--- src/rtl/fetch_queue_pkg.sv ---
// Shared types for the dual-issue fetch queue.
// Entry layout and the NOP filler for empty decode slots.
package fetch_queue_pkg;

    localparam logic [31:0] FQ_NOP = 32'h0000_0013;

    typedef struct packed {
        logic [31:0] instr;
        logic [31:0] pc;
        logic [31:0] pcplus4;
    } fq_entry_t;

endpackage

--- src/rtl/fetch_queue_mem.sv ---
// Entry storage: two write ports, two async read ports.
// The data array carries no reset; validity lives in the counter.
module fetch_queue_mem
    import fetch_queue_pkg::*;
#(
    parameter int DEPTH = 8,
    localparam int AW = $clog2(DEPTH)
) (
    input  logic            clk,
    input  logic            we1,
    input  logic [AW-1:0]   wa1,
    input  fq_entry_t       wd1,
    input  logic            we2,
    input  logic [AW-1:0]   wa2,
    input  fq_entry_t       wd2,
    input  logic [AW-1:0]   ra1,
    input  logic [AW-1:0]   ra2,
    output fq_entry_t       rd1,
    output fq_entry_t       rd2
);

    fq_entry_t mem [DEPTH];

    always_ff @(posedge clk) begin
        if (we1) mem[wa1] <= wd1;
        if (we2) mem[wa2] <= wd2;
    end

    assign rd1 = mem[ra1];
    assign rd2 = mem[ra2];

endmodule

--- src/rtl/fetch_queue.sv ---
// Fetch-to-decode instruction buffer, two in / up to two out.
// Holds pointers, occupancy, stall and flush control.
module fetch_queue
    import fetch_queue_pkg::*;
#(
    parameter int DEPTH = 8,
    localparam int AW = $clog2(DEPTH),
    localparam int CW = AW + 1
) (
    input  logic          clk,
    input  logic          rst,
    input  logic          ValidF1,
    input  logic          ValidF2,
    input  logic [31:0]   InstrF1,
    input  logic [31:0]   PCF1,
    input  logic [31:0]   PCPlus4F1,
    input  logic [31:0]   InstrF2,
    input  logic [31:0]   PCF2,
    input  logic [31:0]   PCPlus4F2,
    input  logic [1:0]    PopD,
    input  logic          Flush,
    output logic          StallF,
    output logic          ValidD1,
    output logic          ValidD2,
    output logic [31:0]   InstrD1,
    output logic [31:0]   PCD1,
    output logic [31:0]   PCPlus4D1,
    output logic [31:0]   InstrD2,
    output logic [31:0]   PCD2,
    output logic [31:0]   PCPlus4D2,
    output logic [CW-1:0] Count
);

    logic [AW-1:0] rd_ptr;
    logic [AW-1:0] wr_ptr;
    logic [CW-1:0] count_q;
    logic [1:0]    push_n;
    logic [1:0]    pop_req;
    logic [1:0]    pop_n;
    fq_entry_t     wd1, wd2;
    fq_entry_t     rd1, rd2;

    // Stall looks only at registered occupancy; same-cycle pops earn no credit.
    assign StallF  = count_q > CW'(DEPTH - 2);
    assign push_n  = (StallF || !ValidF1) ? 2'd0
                   : (ValidF2 ? 2'd2 : 2'd1);
    assign pop_req = (PopD == 2'd3) ? 2'd2 : PopD;
    assign pop_n   = (CW'(pop_req) > count_q) ? count_q[1:0]
                   : pop_req;

    assign wd1 = '{instr: InstrF1, pc: PCF1, pcplus4: PCPlus4F1};
    assign wd2 = '{instr: InstrF2, pc: PCF2, pcplus4: PCPlus4F2};

    fetch_queue_mem #(.DEPTH(DEPTH)) u_mem (
        .clk (clk),
        .we1 (push_n != 2'd0 && !Flush),
        .wa1 (wr_ptr),
        .wd1 (wd1),
        .we2 (push_n == 2'd2 && !Flush),
        .wa2 (wr_ptr + AW'(1)),
        .wd2 (wd2),
        .ra1 (rd_ptr),
        .ra2 (rd_ptr + AW'(1)),
        .rd1 (rd1),
        .rd2 (rd2)
    );

    always_ff @(posedge clk or negedge rst) begin
        if (!rst) begin
            rd_ptr  <= '0;
            wr_ptr  <= '0;
            count_q <= '0;
        end else if (Flush) begin
            rd_ptr  <= '0;
            wr_ptr  <= '0;
            count_q <= '0;
        end else begin
            rd_ptr  <= rd_ptr + AW'(pop_n);
            wr_ptr  <= wr_ptr + AW'(push_n);
            count_q <= count_q + CW'(push_n) - CW'(pop_n);
        end
    end

    assign ValidD1 = count_q != '0;
    assign ValidD2 = count_q > CW'(1);
    assign Count   = count_q;

    always_comb begin
        InstrD1   = FQ_NOP;
        PCD1      = '0;
        PCPlus4D1 = '0;
        InstrD2   = FQ_NOP;
        PCD2      = '0;
        PCPlus4D2 = '0;
        if (ValidD1) begin
            InstrD1   = rd1.instr;
            PCD1      = rd1.pc;
            PCPlus4D1 = rd1.pcplus4;
        end
        if (ValidD2) begin
            InstrD2   = rd2.instr;
            PCD2      = rd2.pc;
            PCPlus4D2 = rd2.pcplus4;
        end
    end

endmodule

--- config.mk ---
export PLATFORM = sky130hd
export DESIGN_NAME = fetch_queue
export DESIGN_NICKNAME = d
export VERILOG_FILES = /design/src/rtl/fetch_queue_pkg.sv /design/src/rtl/fetch_queue_mem.sv /design/src/rtl/fetch_queue.sv
export SDC_FILE = /design/constraint.sdc
export NUM_CORES = 2
export LEC_CHECK = 0
export BUFFER_PORTS_ARGS = -buffer_cell sky130_fd_sc_hd__buf_2
export CELL_PAD_IN_SITES_DETAIL_PLACEMENT = 1
export CELL_PAD_IN_SITES_GLOBAL_PLACEMENT = 1
export CORE_MARGIN = 4
export CORE_UTILIZATION = 40
export CTS_BUF_LIST = sky130_fd_sc_hd__clkbuf_16
export CTS_CLUSTER_DIAMETER = 100
export DETAILED_ROUTE_END_ITERATION = 12
export HOLD_SLACK_MARGIN = 0.15
export MAX_ROUTING_LAYER = met4
export PLACE_DENSITY = 0.74
export SYNTH_ARGS = -nofsm -noshare
export SYNTH_HDL_FRONTEND = slang
export SYNTH_HIERARCHICAL = 1
export SYNTH_SLANG_ARGS = --single-unit
--- constraint.sdc ---
create_clock -name clk -period 18 [get_ports clk]
set_input_delay 4.5 -clock clk [delete_from_list [all_inputs] [get_ports clk]]
set_output_delay 4.5 -clock clk [all_outputs]
set_load 0.02 [all_outputs]
==> impl_results.md <==
- Result of the run: finished, final reports clean
- Endpoint kind of the worst setup timing path: primary output
- Setup crit start kind: register
- Max rail drop VDD: between 0.1 and 0.15 mV
- Syn Std Cell Area: ~46000 µm²
- Warnings, synthesis: 6
- Achievable frequency: around 100 MHz
- Portion of the post-synthesis area used by sequential elements: between 50% and 60%
- Layout Utilization: between 40% and 50%
- Synth Net Count: 2832
- Overall die width: between 300 and 400 µm
- Biggest fanout along the worst timing path: 64
- Final HPWL from detailed placement: slightly above 80000 µm
- TritonCTS sink count: between 700 and 800
- Starting density of the core: 40.5%
- Clock latency on the worst-skew pair: roughly 0.66 ns
- Worst setup margin: roughly 8.4 ns
- Remaining antenna violation count after routing: 0
- Number of standard cells after synthesis: about 2600
- Crit path DAT: between 5 and 6 ns
- Residual overflow from global routing: 0
- Largest net degree at the start of global routing: 97
- Resized cells post-CTS: 0
- Number of buffers inserted by post-CTS setup repair: 0
- Antenna violations before repair: 45
- Height of the chip: about 350 µm
- Post-synth ARST share: ~1.3%
- Number of max-cap violations: 0
- Clock root buffer master: sky130_fd_sc_hd__clkbuf_16
- Final GP Congestion: slightly below 0.8
- Static Leakage: around 18 nW
- Total GRT Usage: between 20% and 30%
- Period Utilization, post-route: between 50% and 60%
- EDFF count, synth: between 700 and 800
- Number of violations reported at the end of detailed-routing iteration 0: roughly 2400
- Endpoint required time on the critical path: 13.50 ns
- Number of I/O port buffers: about 400
- Slew at the pin with the worst max-slew slack: 1.15 ns
- Setup repair after global routing missed its margin: false
- Core Box Area: 113000 µm²
- Worst rel slew slack: 23.0%
- Number of DRC violations after detailed routing: 0
- Total via count in the routed design: roughly 27000
- Hold_buf cts: 0
- Final worst path period need: ~9.6 ns
- Worst-case clock buffer depth: 3
- Inserted Clock Buffers: just under 90
- Fraction of final layout cells with drive strength greater than 1: 64.5%
- Worst-case setup slack after placement: between 9 and 10 ns
- Summed negative setup slack over all endpoints: 0 ns
- Number of hold-slack violations in the final timing report: 0
- Routed wire per std cell: around 33 µm
- Number of unique standard cell types used by synthesis: 38
- I/O pin total: just under 400
- Total die area: about 120000 µm²
- Syn_area_per_cell: ~17 µm²
- Worst clock skew: around 0.014 ns
- Synth Register Bits: 778
- Category of the most critical setup path: reg -> out
- Number of detailed-route iterations in the first pass: 7
- Syn-to-layout area delta: 14.2%
- Placed inst area: 49300 µm²
- Number of max-slew violations in the final report: 0
- H-Tree Depth: 3
- Number of setup violations in the final report: 0
- Global-route wire length before repair: between 200000 and 250000 µm
- Net total in the final layout: roughly 3200
- Floorplan row count: between 100 and 150
- TritonCTS clock tree: done
- P per Cell Area: roughly 150 nW/µm²
- Vias per cell: roughly 6.0
- Final standard cell area without fillers: between 50000 and 60000 µm²
- Worst min path class: reg -> reg
- Final WL: roughly 150000 µm
- Via count of the first global-routing pass: a little over 30000
- Clock input transition at the sequential cells of the worst setup and hold paths: approximately 0.06 ns
- Most frequently used flop master after synthesis: sky130_fd_sc_hd__edfxtp_1
- Commonest cells after routing, fill and taps aside: sky130_fd_sc_hd__mux2_2 (932), sky130_fd_sc_hd__edfxtp_1 (768), sky130_fd_sc_hd__buf_2 (397)
- Most common library cell in the layout ignoring fill and taps: sky130_fd_sc_hd__mux2_2
metal layers:
| metal | track usage [%] | up-vias | part of all wire, % |
|---|---|---|---|
| met5 | - | - | 0 |
| met1 | 31.7 | 14600 | 41 |
| met2 | 41.4 | 1065 | 49 |
| met4 | 5.79 | 0 | 1.5 |
| li1 | - | 11400 | - |
| met3 | 6.01 | 164 | 8.3 |
synthesized netlist by cell type (3+ instances only):
cell | count | area share, %
sky130_fd_sc_hd__mux2_2 | 932 | 23
sky130_fd_sc_hd__edfxtp_1 | 768 | 50
sky130_fd_sc_hd__mux4_2 | 384 | 19
sky130_fd_sc_hd__and2_1 | 186 | 2.5
sky130_fd_sc_hd__clkbuf_1 | 106 | 0.87
sky130_fd_sc_hd__buf_2 | 98 | 1.1
sky130_fd_sc_hd__mux2_4 | 29 | 0.95
sky130_fd_sc_hd__ha_1 | 12 | 0.33
sky130_fd_sc_hd__nand2b_1 | 11 | 0.15
sky130_fd_sc_hd__dfrtp_1 | 10 | 0.55
sky130_fd_sc_hd__inv_1 | 9 | 0.074
sky130_fd_sc_hd__buf_6 | 7 | 0.17
sky130_fd_sc_hd__nor2_1 | 7 | 0.057
sky130_fd_sc_hd__nor2b_1 | 7 | 0.096
sky130_fd_sc_hd__fa_1 | 4 | 0.18
sky130_fd_sc_hd__nand2_1 | 4 | 0.033
sky130_fd_sc_hd__o21ai_0 | 4 | 0.044
sky130_fd_sc_hd__clkbuf_2 | 3 | 0.033
sky130_fd_sc_hd__nand3_1 | 3 | 0.033
sky130_fd_sc_hd__nand4b_1 | 3 | 0.057
sky130_fd_sc_hd__nor4bb_1 | 3 | 0.066
sky130_fd_sc_hd__xnor2_1 | 3 | 0.057
registers in the layout, summed over array words and instances, names as in the netlist:
name / cells
Count: 4
wr_ptr: 3
u_mem/mem: 768
rd_ptr: 3
worst max-delay path, cell delays in order (launching register included):
cell                      delay, ns
sky130_fd_sc_hd__dfrtp_4       0.92
sky130_fd_sc_hd__ha_4          0.27
sky130_fd_sc_hd__xor2_4        0.25
sky130_fd_sc_hd__buf_4         0.83
sky130_fd_sc_hd__buf_4         1.00
sky130_fd_sc_hd__mux4_2        0.43
sky130_fd_sc_hd__mux2_2        0.27
sky130_fd_sc_hd__and2_1        0.21
sky130_fd_sc_hd__buf_2         0.19
metrics by stage:
| stage | power (mW) | hold slack, ns | instances |
|---|---|---|---|
| after global routing | 7.92 | 0.803 | 4545 |
| after floorplan | 4.62 | 0.570 | 2617 |
| after CTS | 7.66 | 0.766 | 4508 |
| after global placement | 5.75 | 0.717 | 4345 |
| final | 7.58 | 0.756 | 4549 |
| after detailed placement | 5.80 | 0.737 | 4345 |
report_power, final:
| group | internal, mW | switching (mW) |
|---|---|---|
| clock network | 1.08 | 0.756 |
| logic | 1.56 | 2.00 |
| registers | 2.10 | 0.0888 |
| total | 4.74 | 2.85 |
final timing paths:
| kind | from | to | slack (ns) | depth (start not counted) |
|---|---|---|---|---|
| worst max-delay path | rd_ptr[0] | PCD2[8] | 8.42 | 8 |
| worst min-delay path | Count[0] | Count[0] | 0.76 | 2 |
| worst max register to register | Count[3] | u_mem/mem[4][79] | 13.11 | 9 |
| worst min register to register | Count[0] | Count[0] | 0.76 | 2 |
| max in group asynchronous | rst | rd_ptr[1] | 13.98 | 1 |
| min in group asynchronous | rst | Count[2] | 3.73 | 1 |
logic make-up after synthesis:
logic type,Yosys count,share of synthesized area (%)
AO/OA/AOI/OAI,13,0.202
XOR/XNOR,5,0.0957
flip-flops,778,51.0
adder cells (fa/ha/maj),16,0.503
multiplexers,1347,42.8
AND/OR/NAND/NOR,230,3.13
buffers and inverters,228,2.28
area by class of cell:
| type | instances | area [µm²] |
|---|---|---|
| Inverter | 10 | 45.0 |
| Clock inverter | 68 | 534 |
| Timing Repair Buffer | 446 | 2430 |
| Clock buffer | 95 | 2380 |
| Tap cell | 1500 | 1880 |
| Sequential cell | 778 | 23300 |
| Multi-Input combinational cell | 1611 | 21600 |
| Antenna cell | 41 | 103 |
| Fill cell | 10800 | 60700 |
Power figures use the tool's default switching activity.
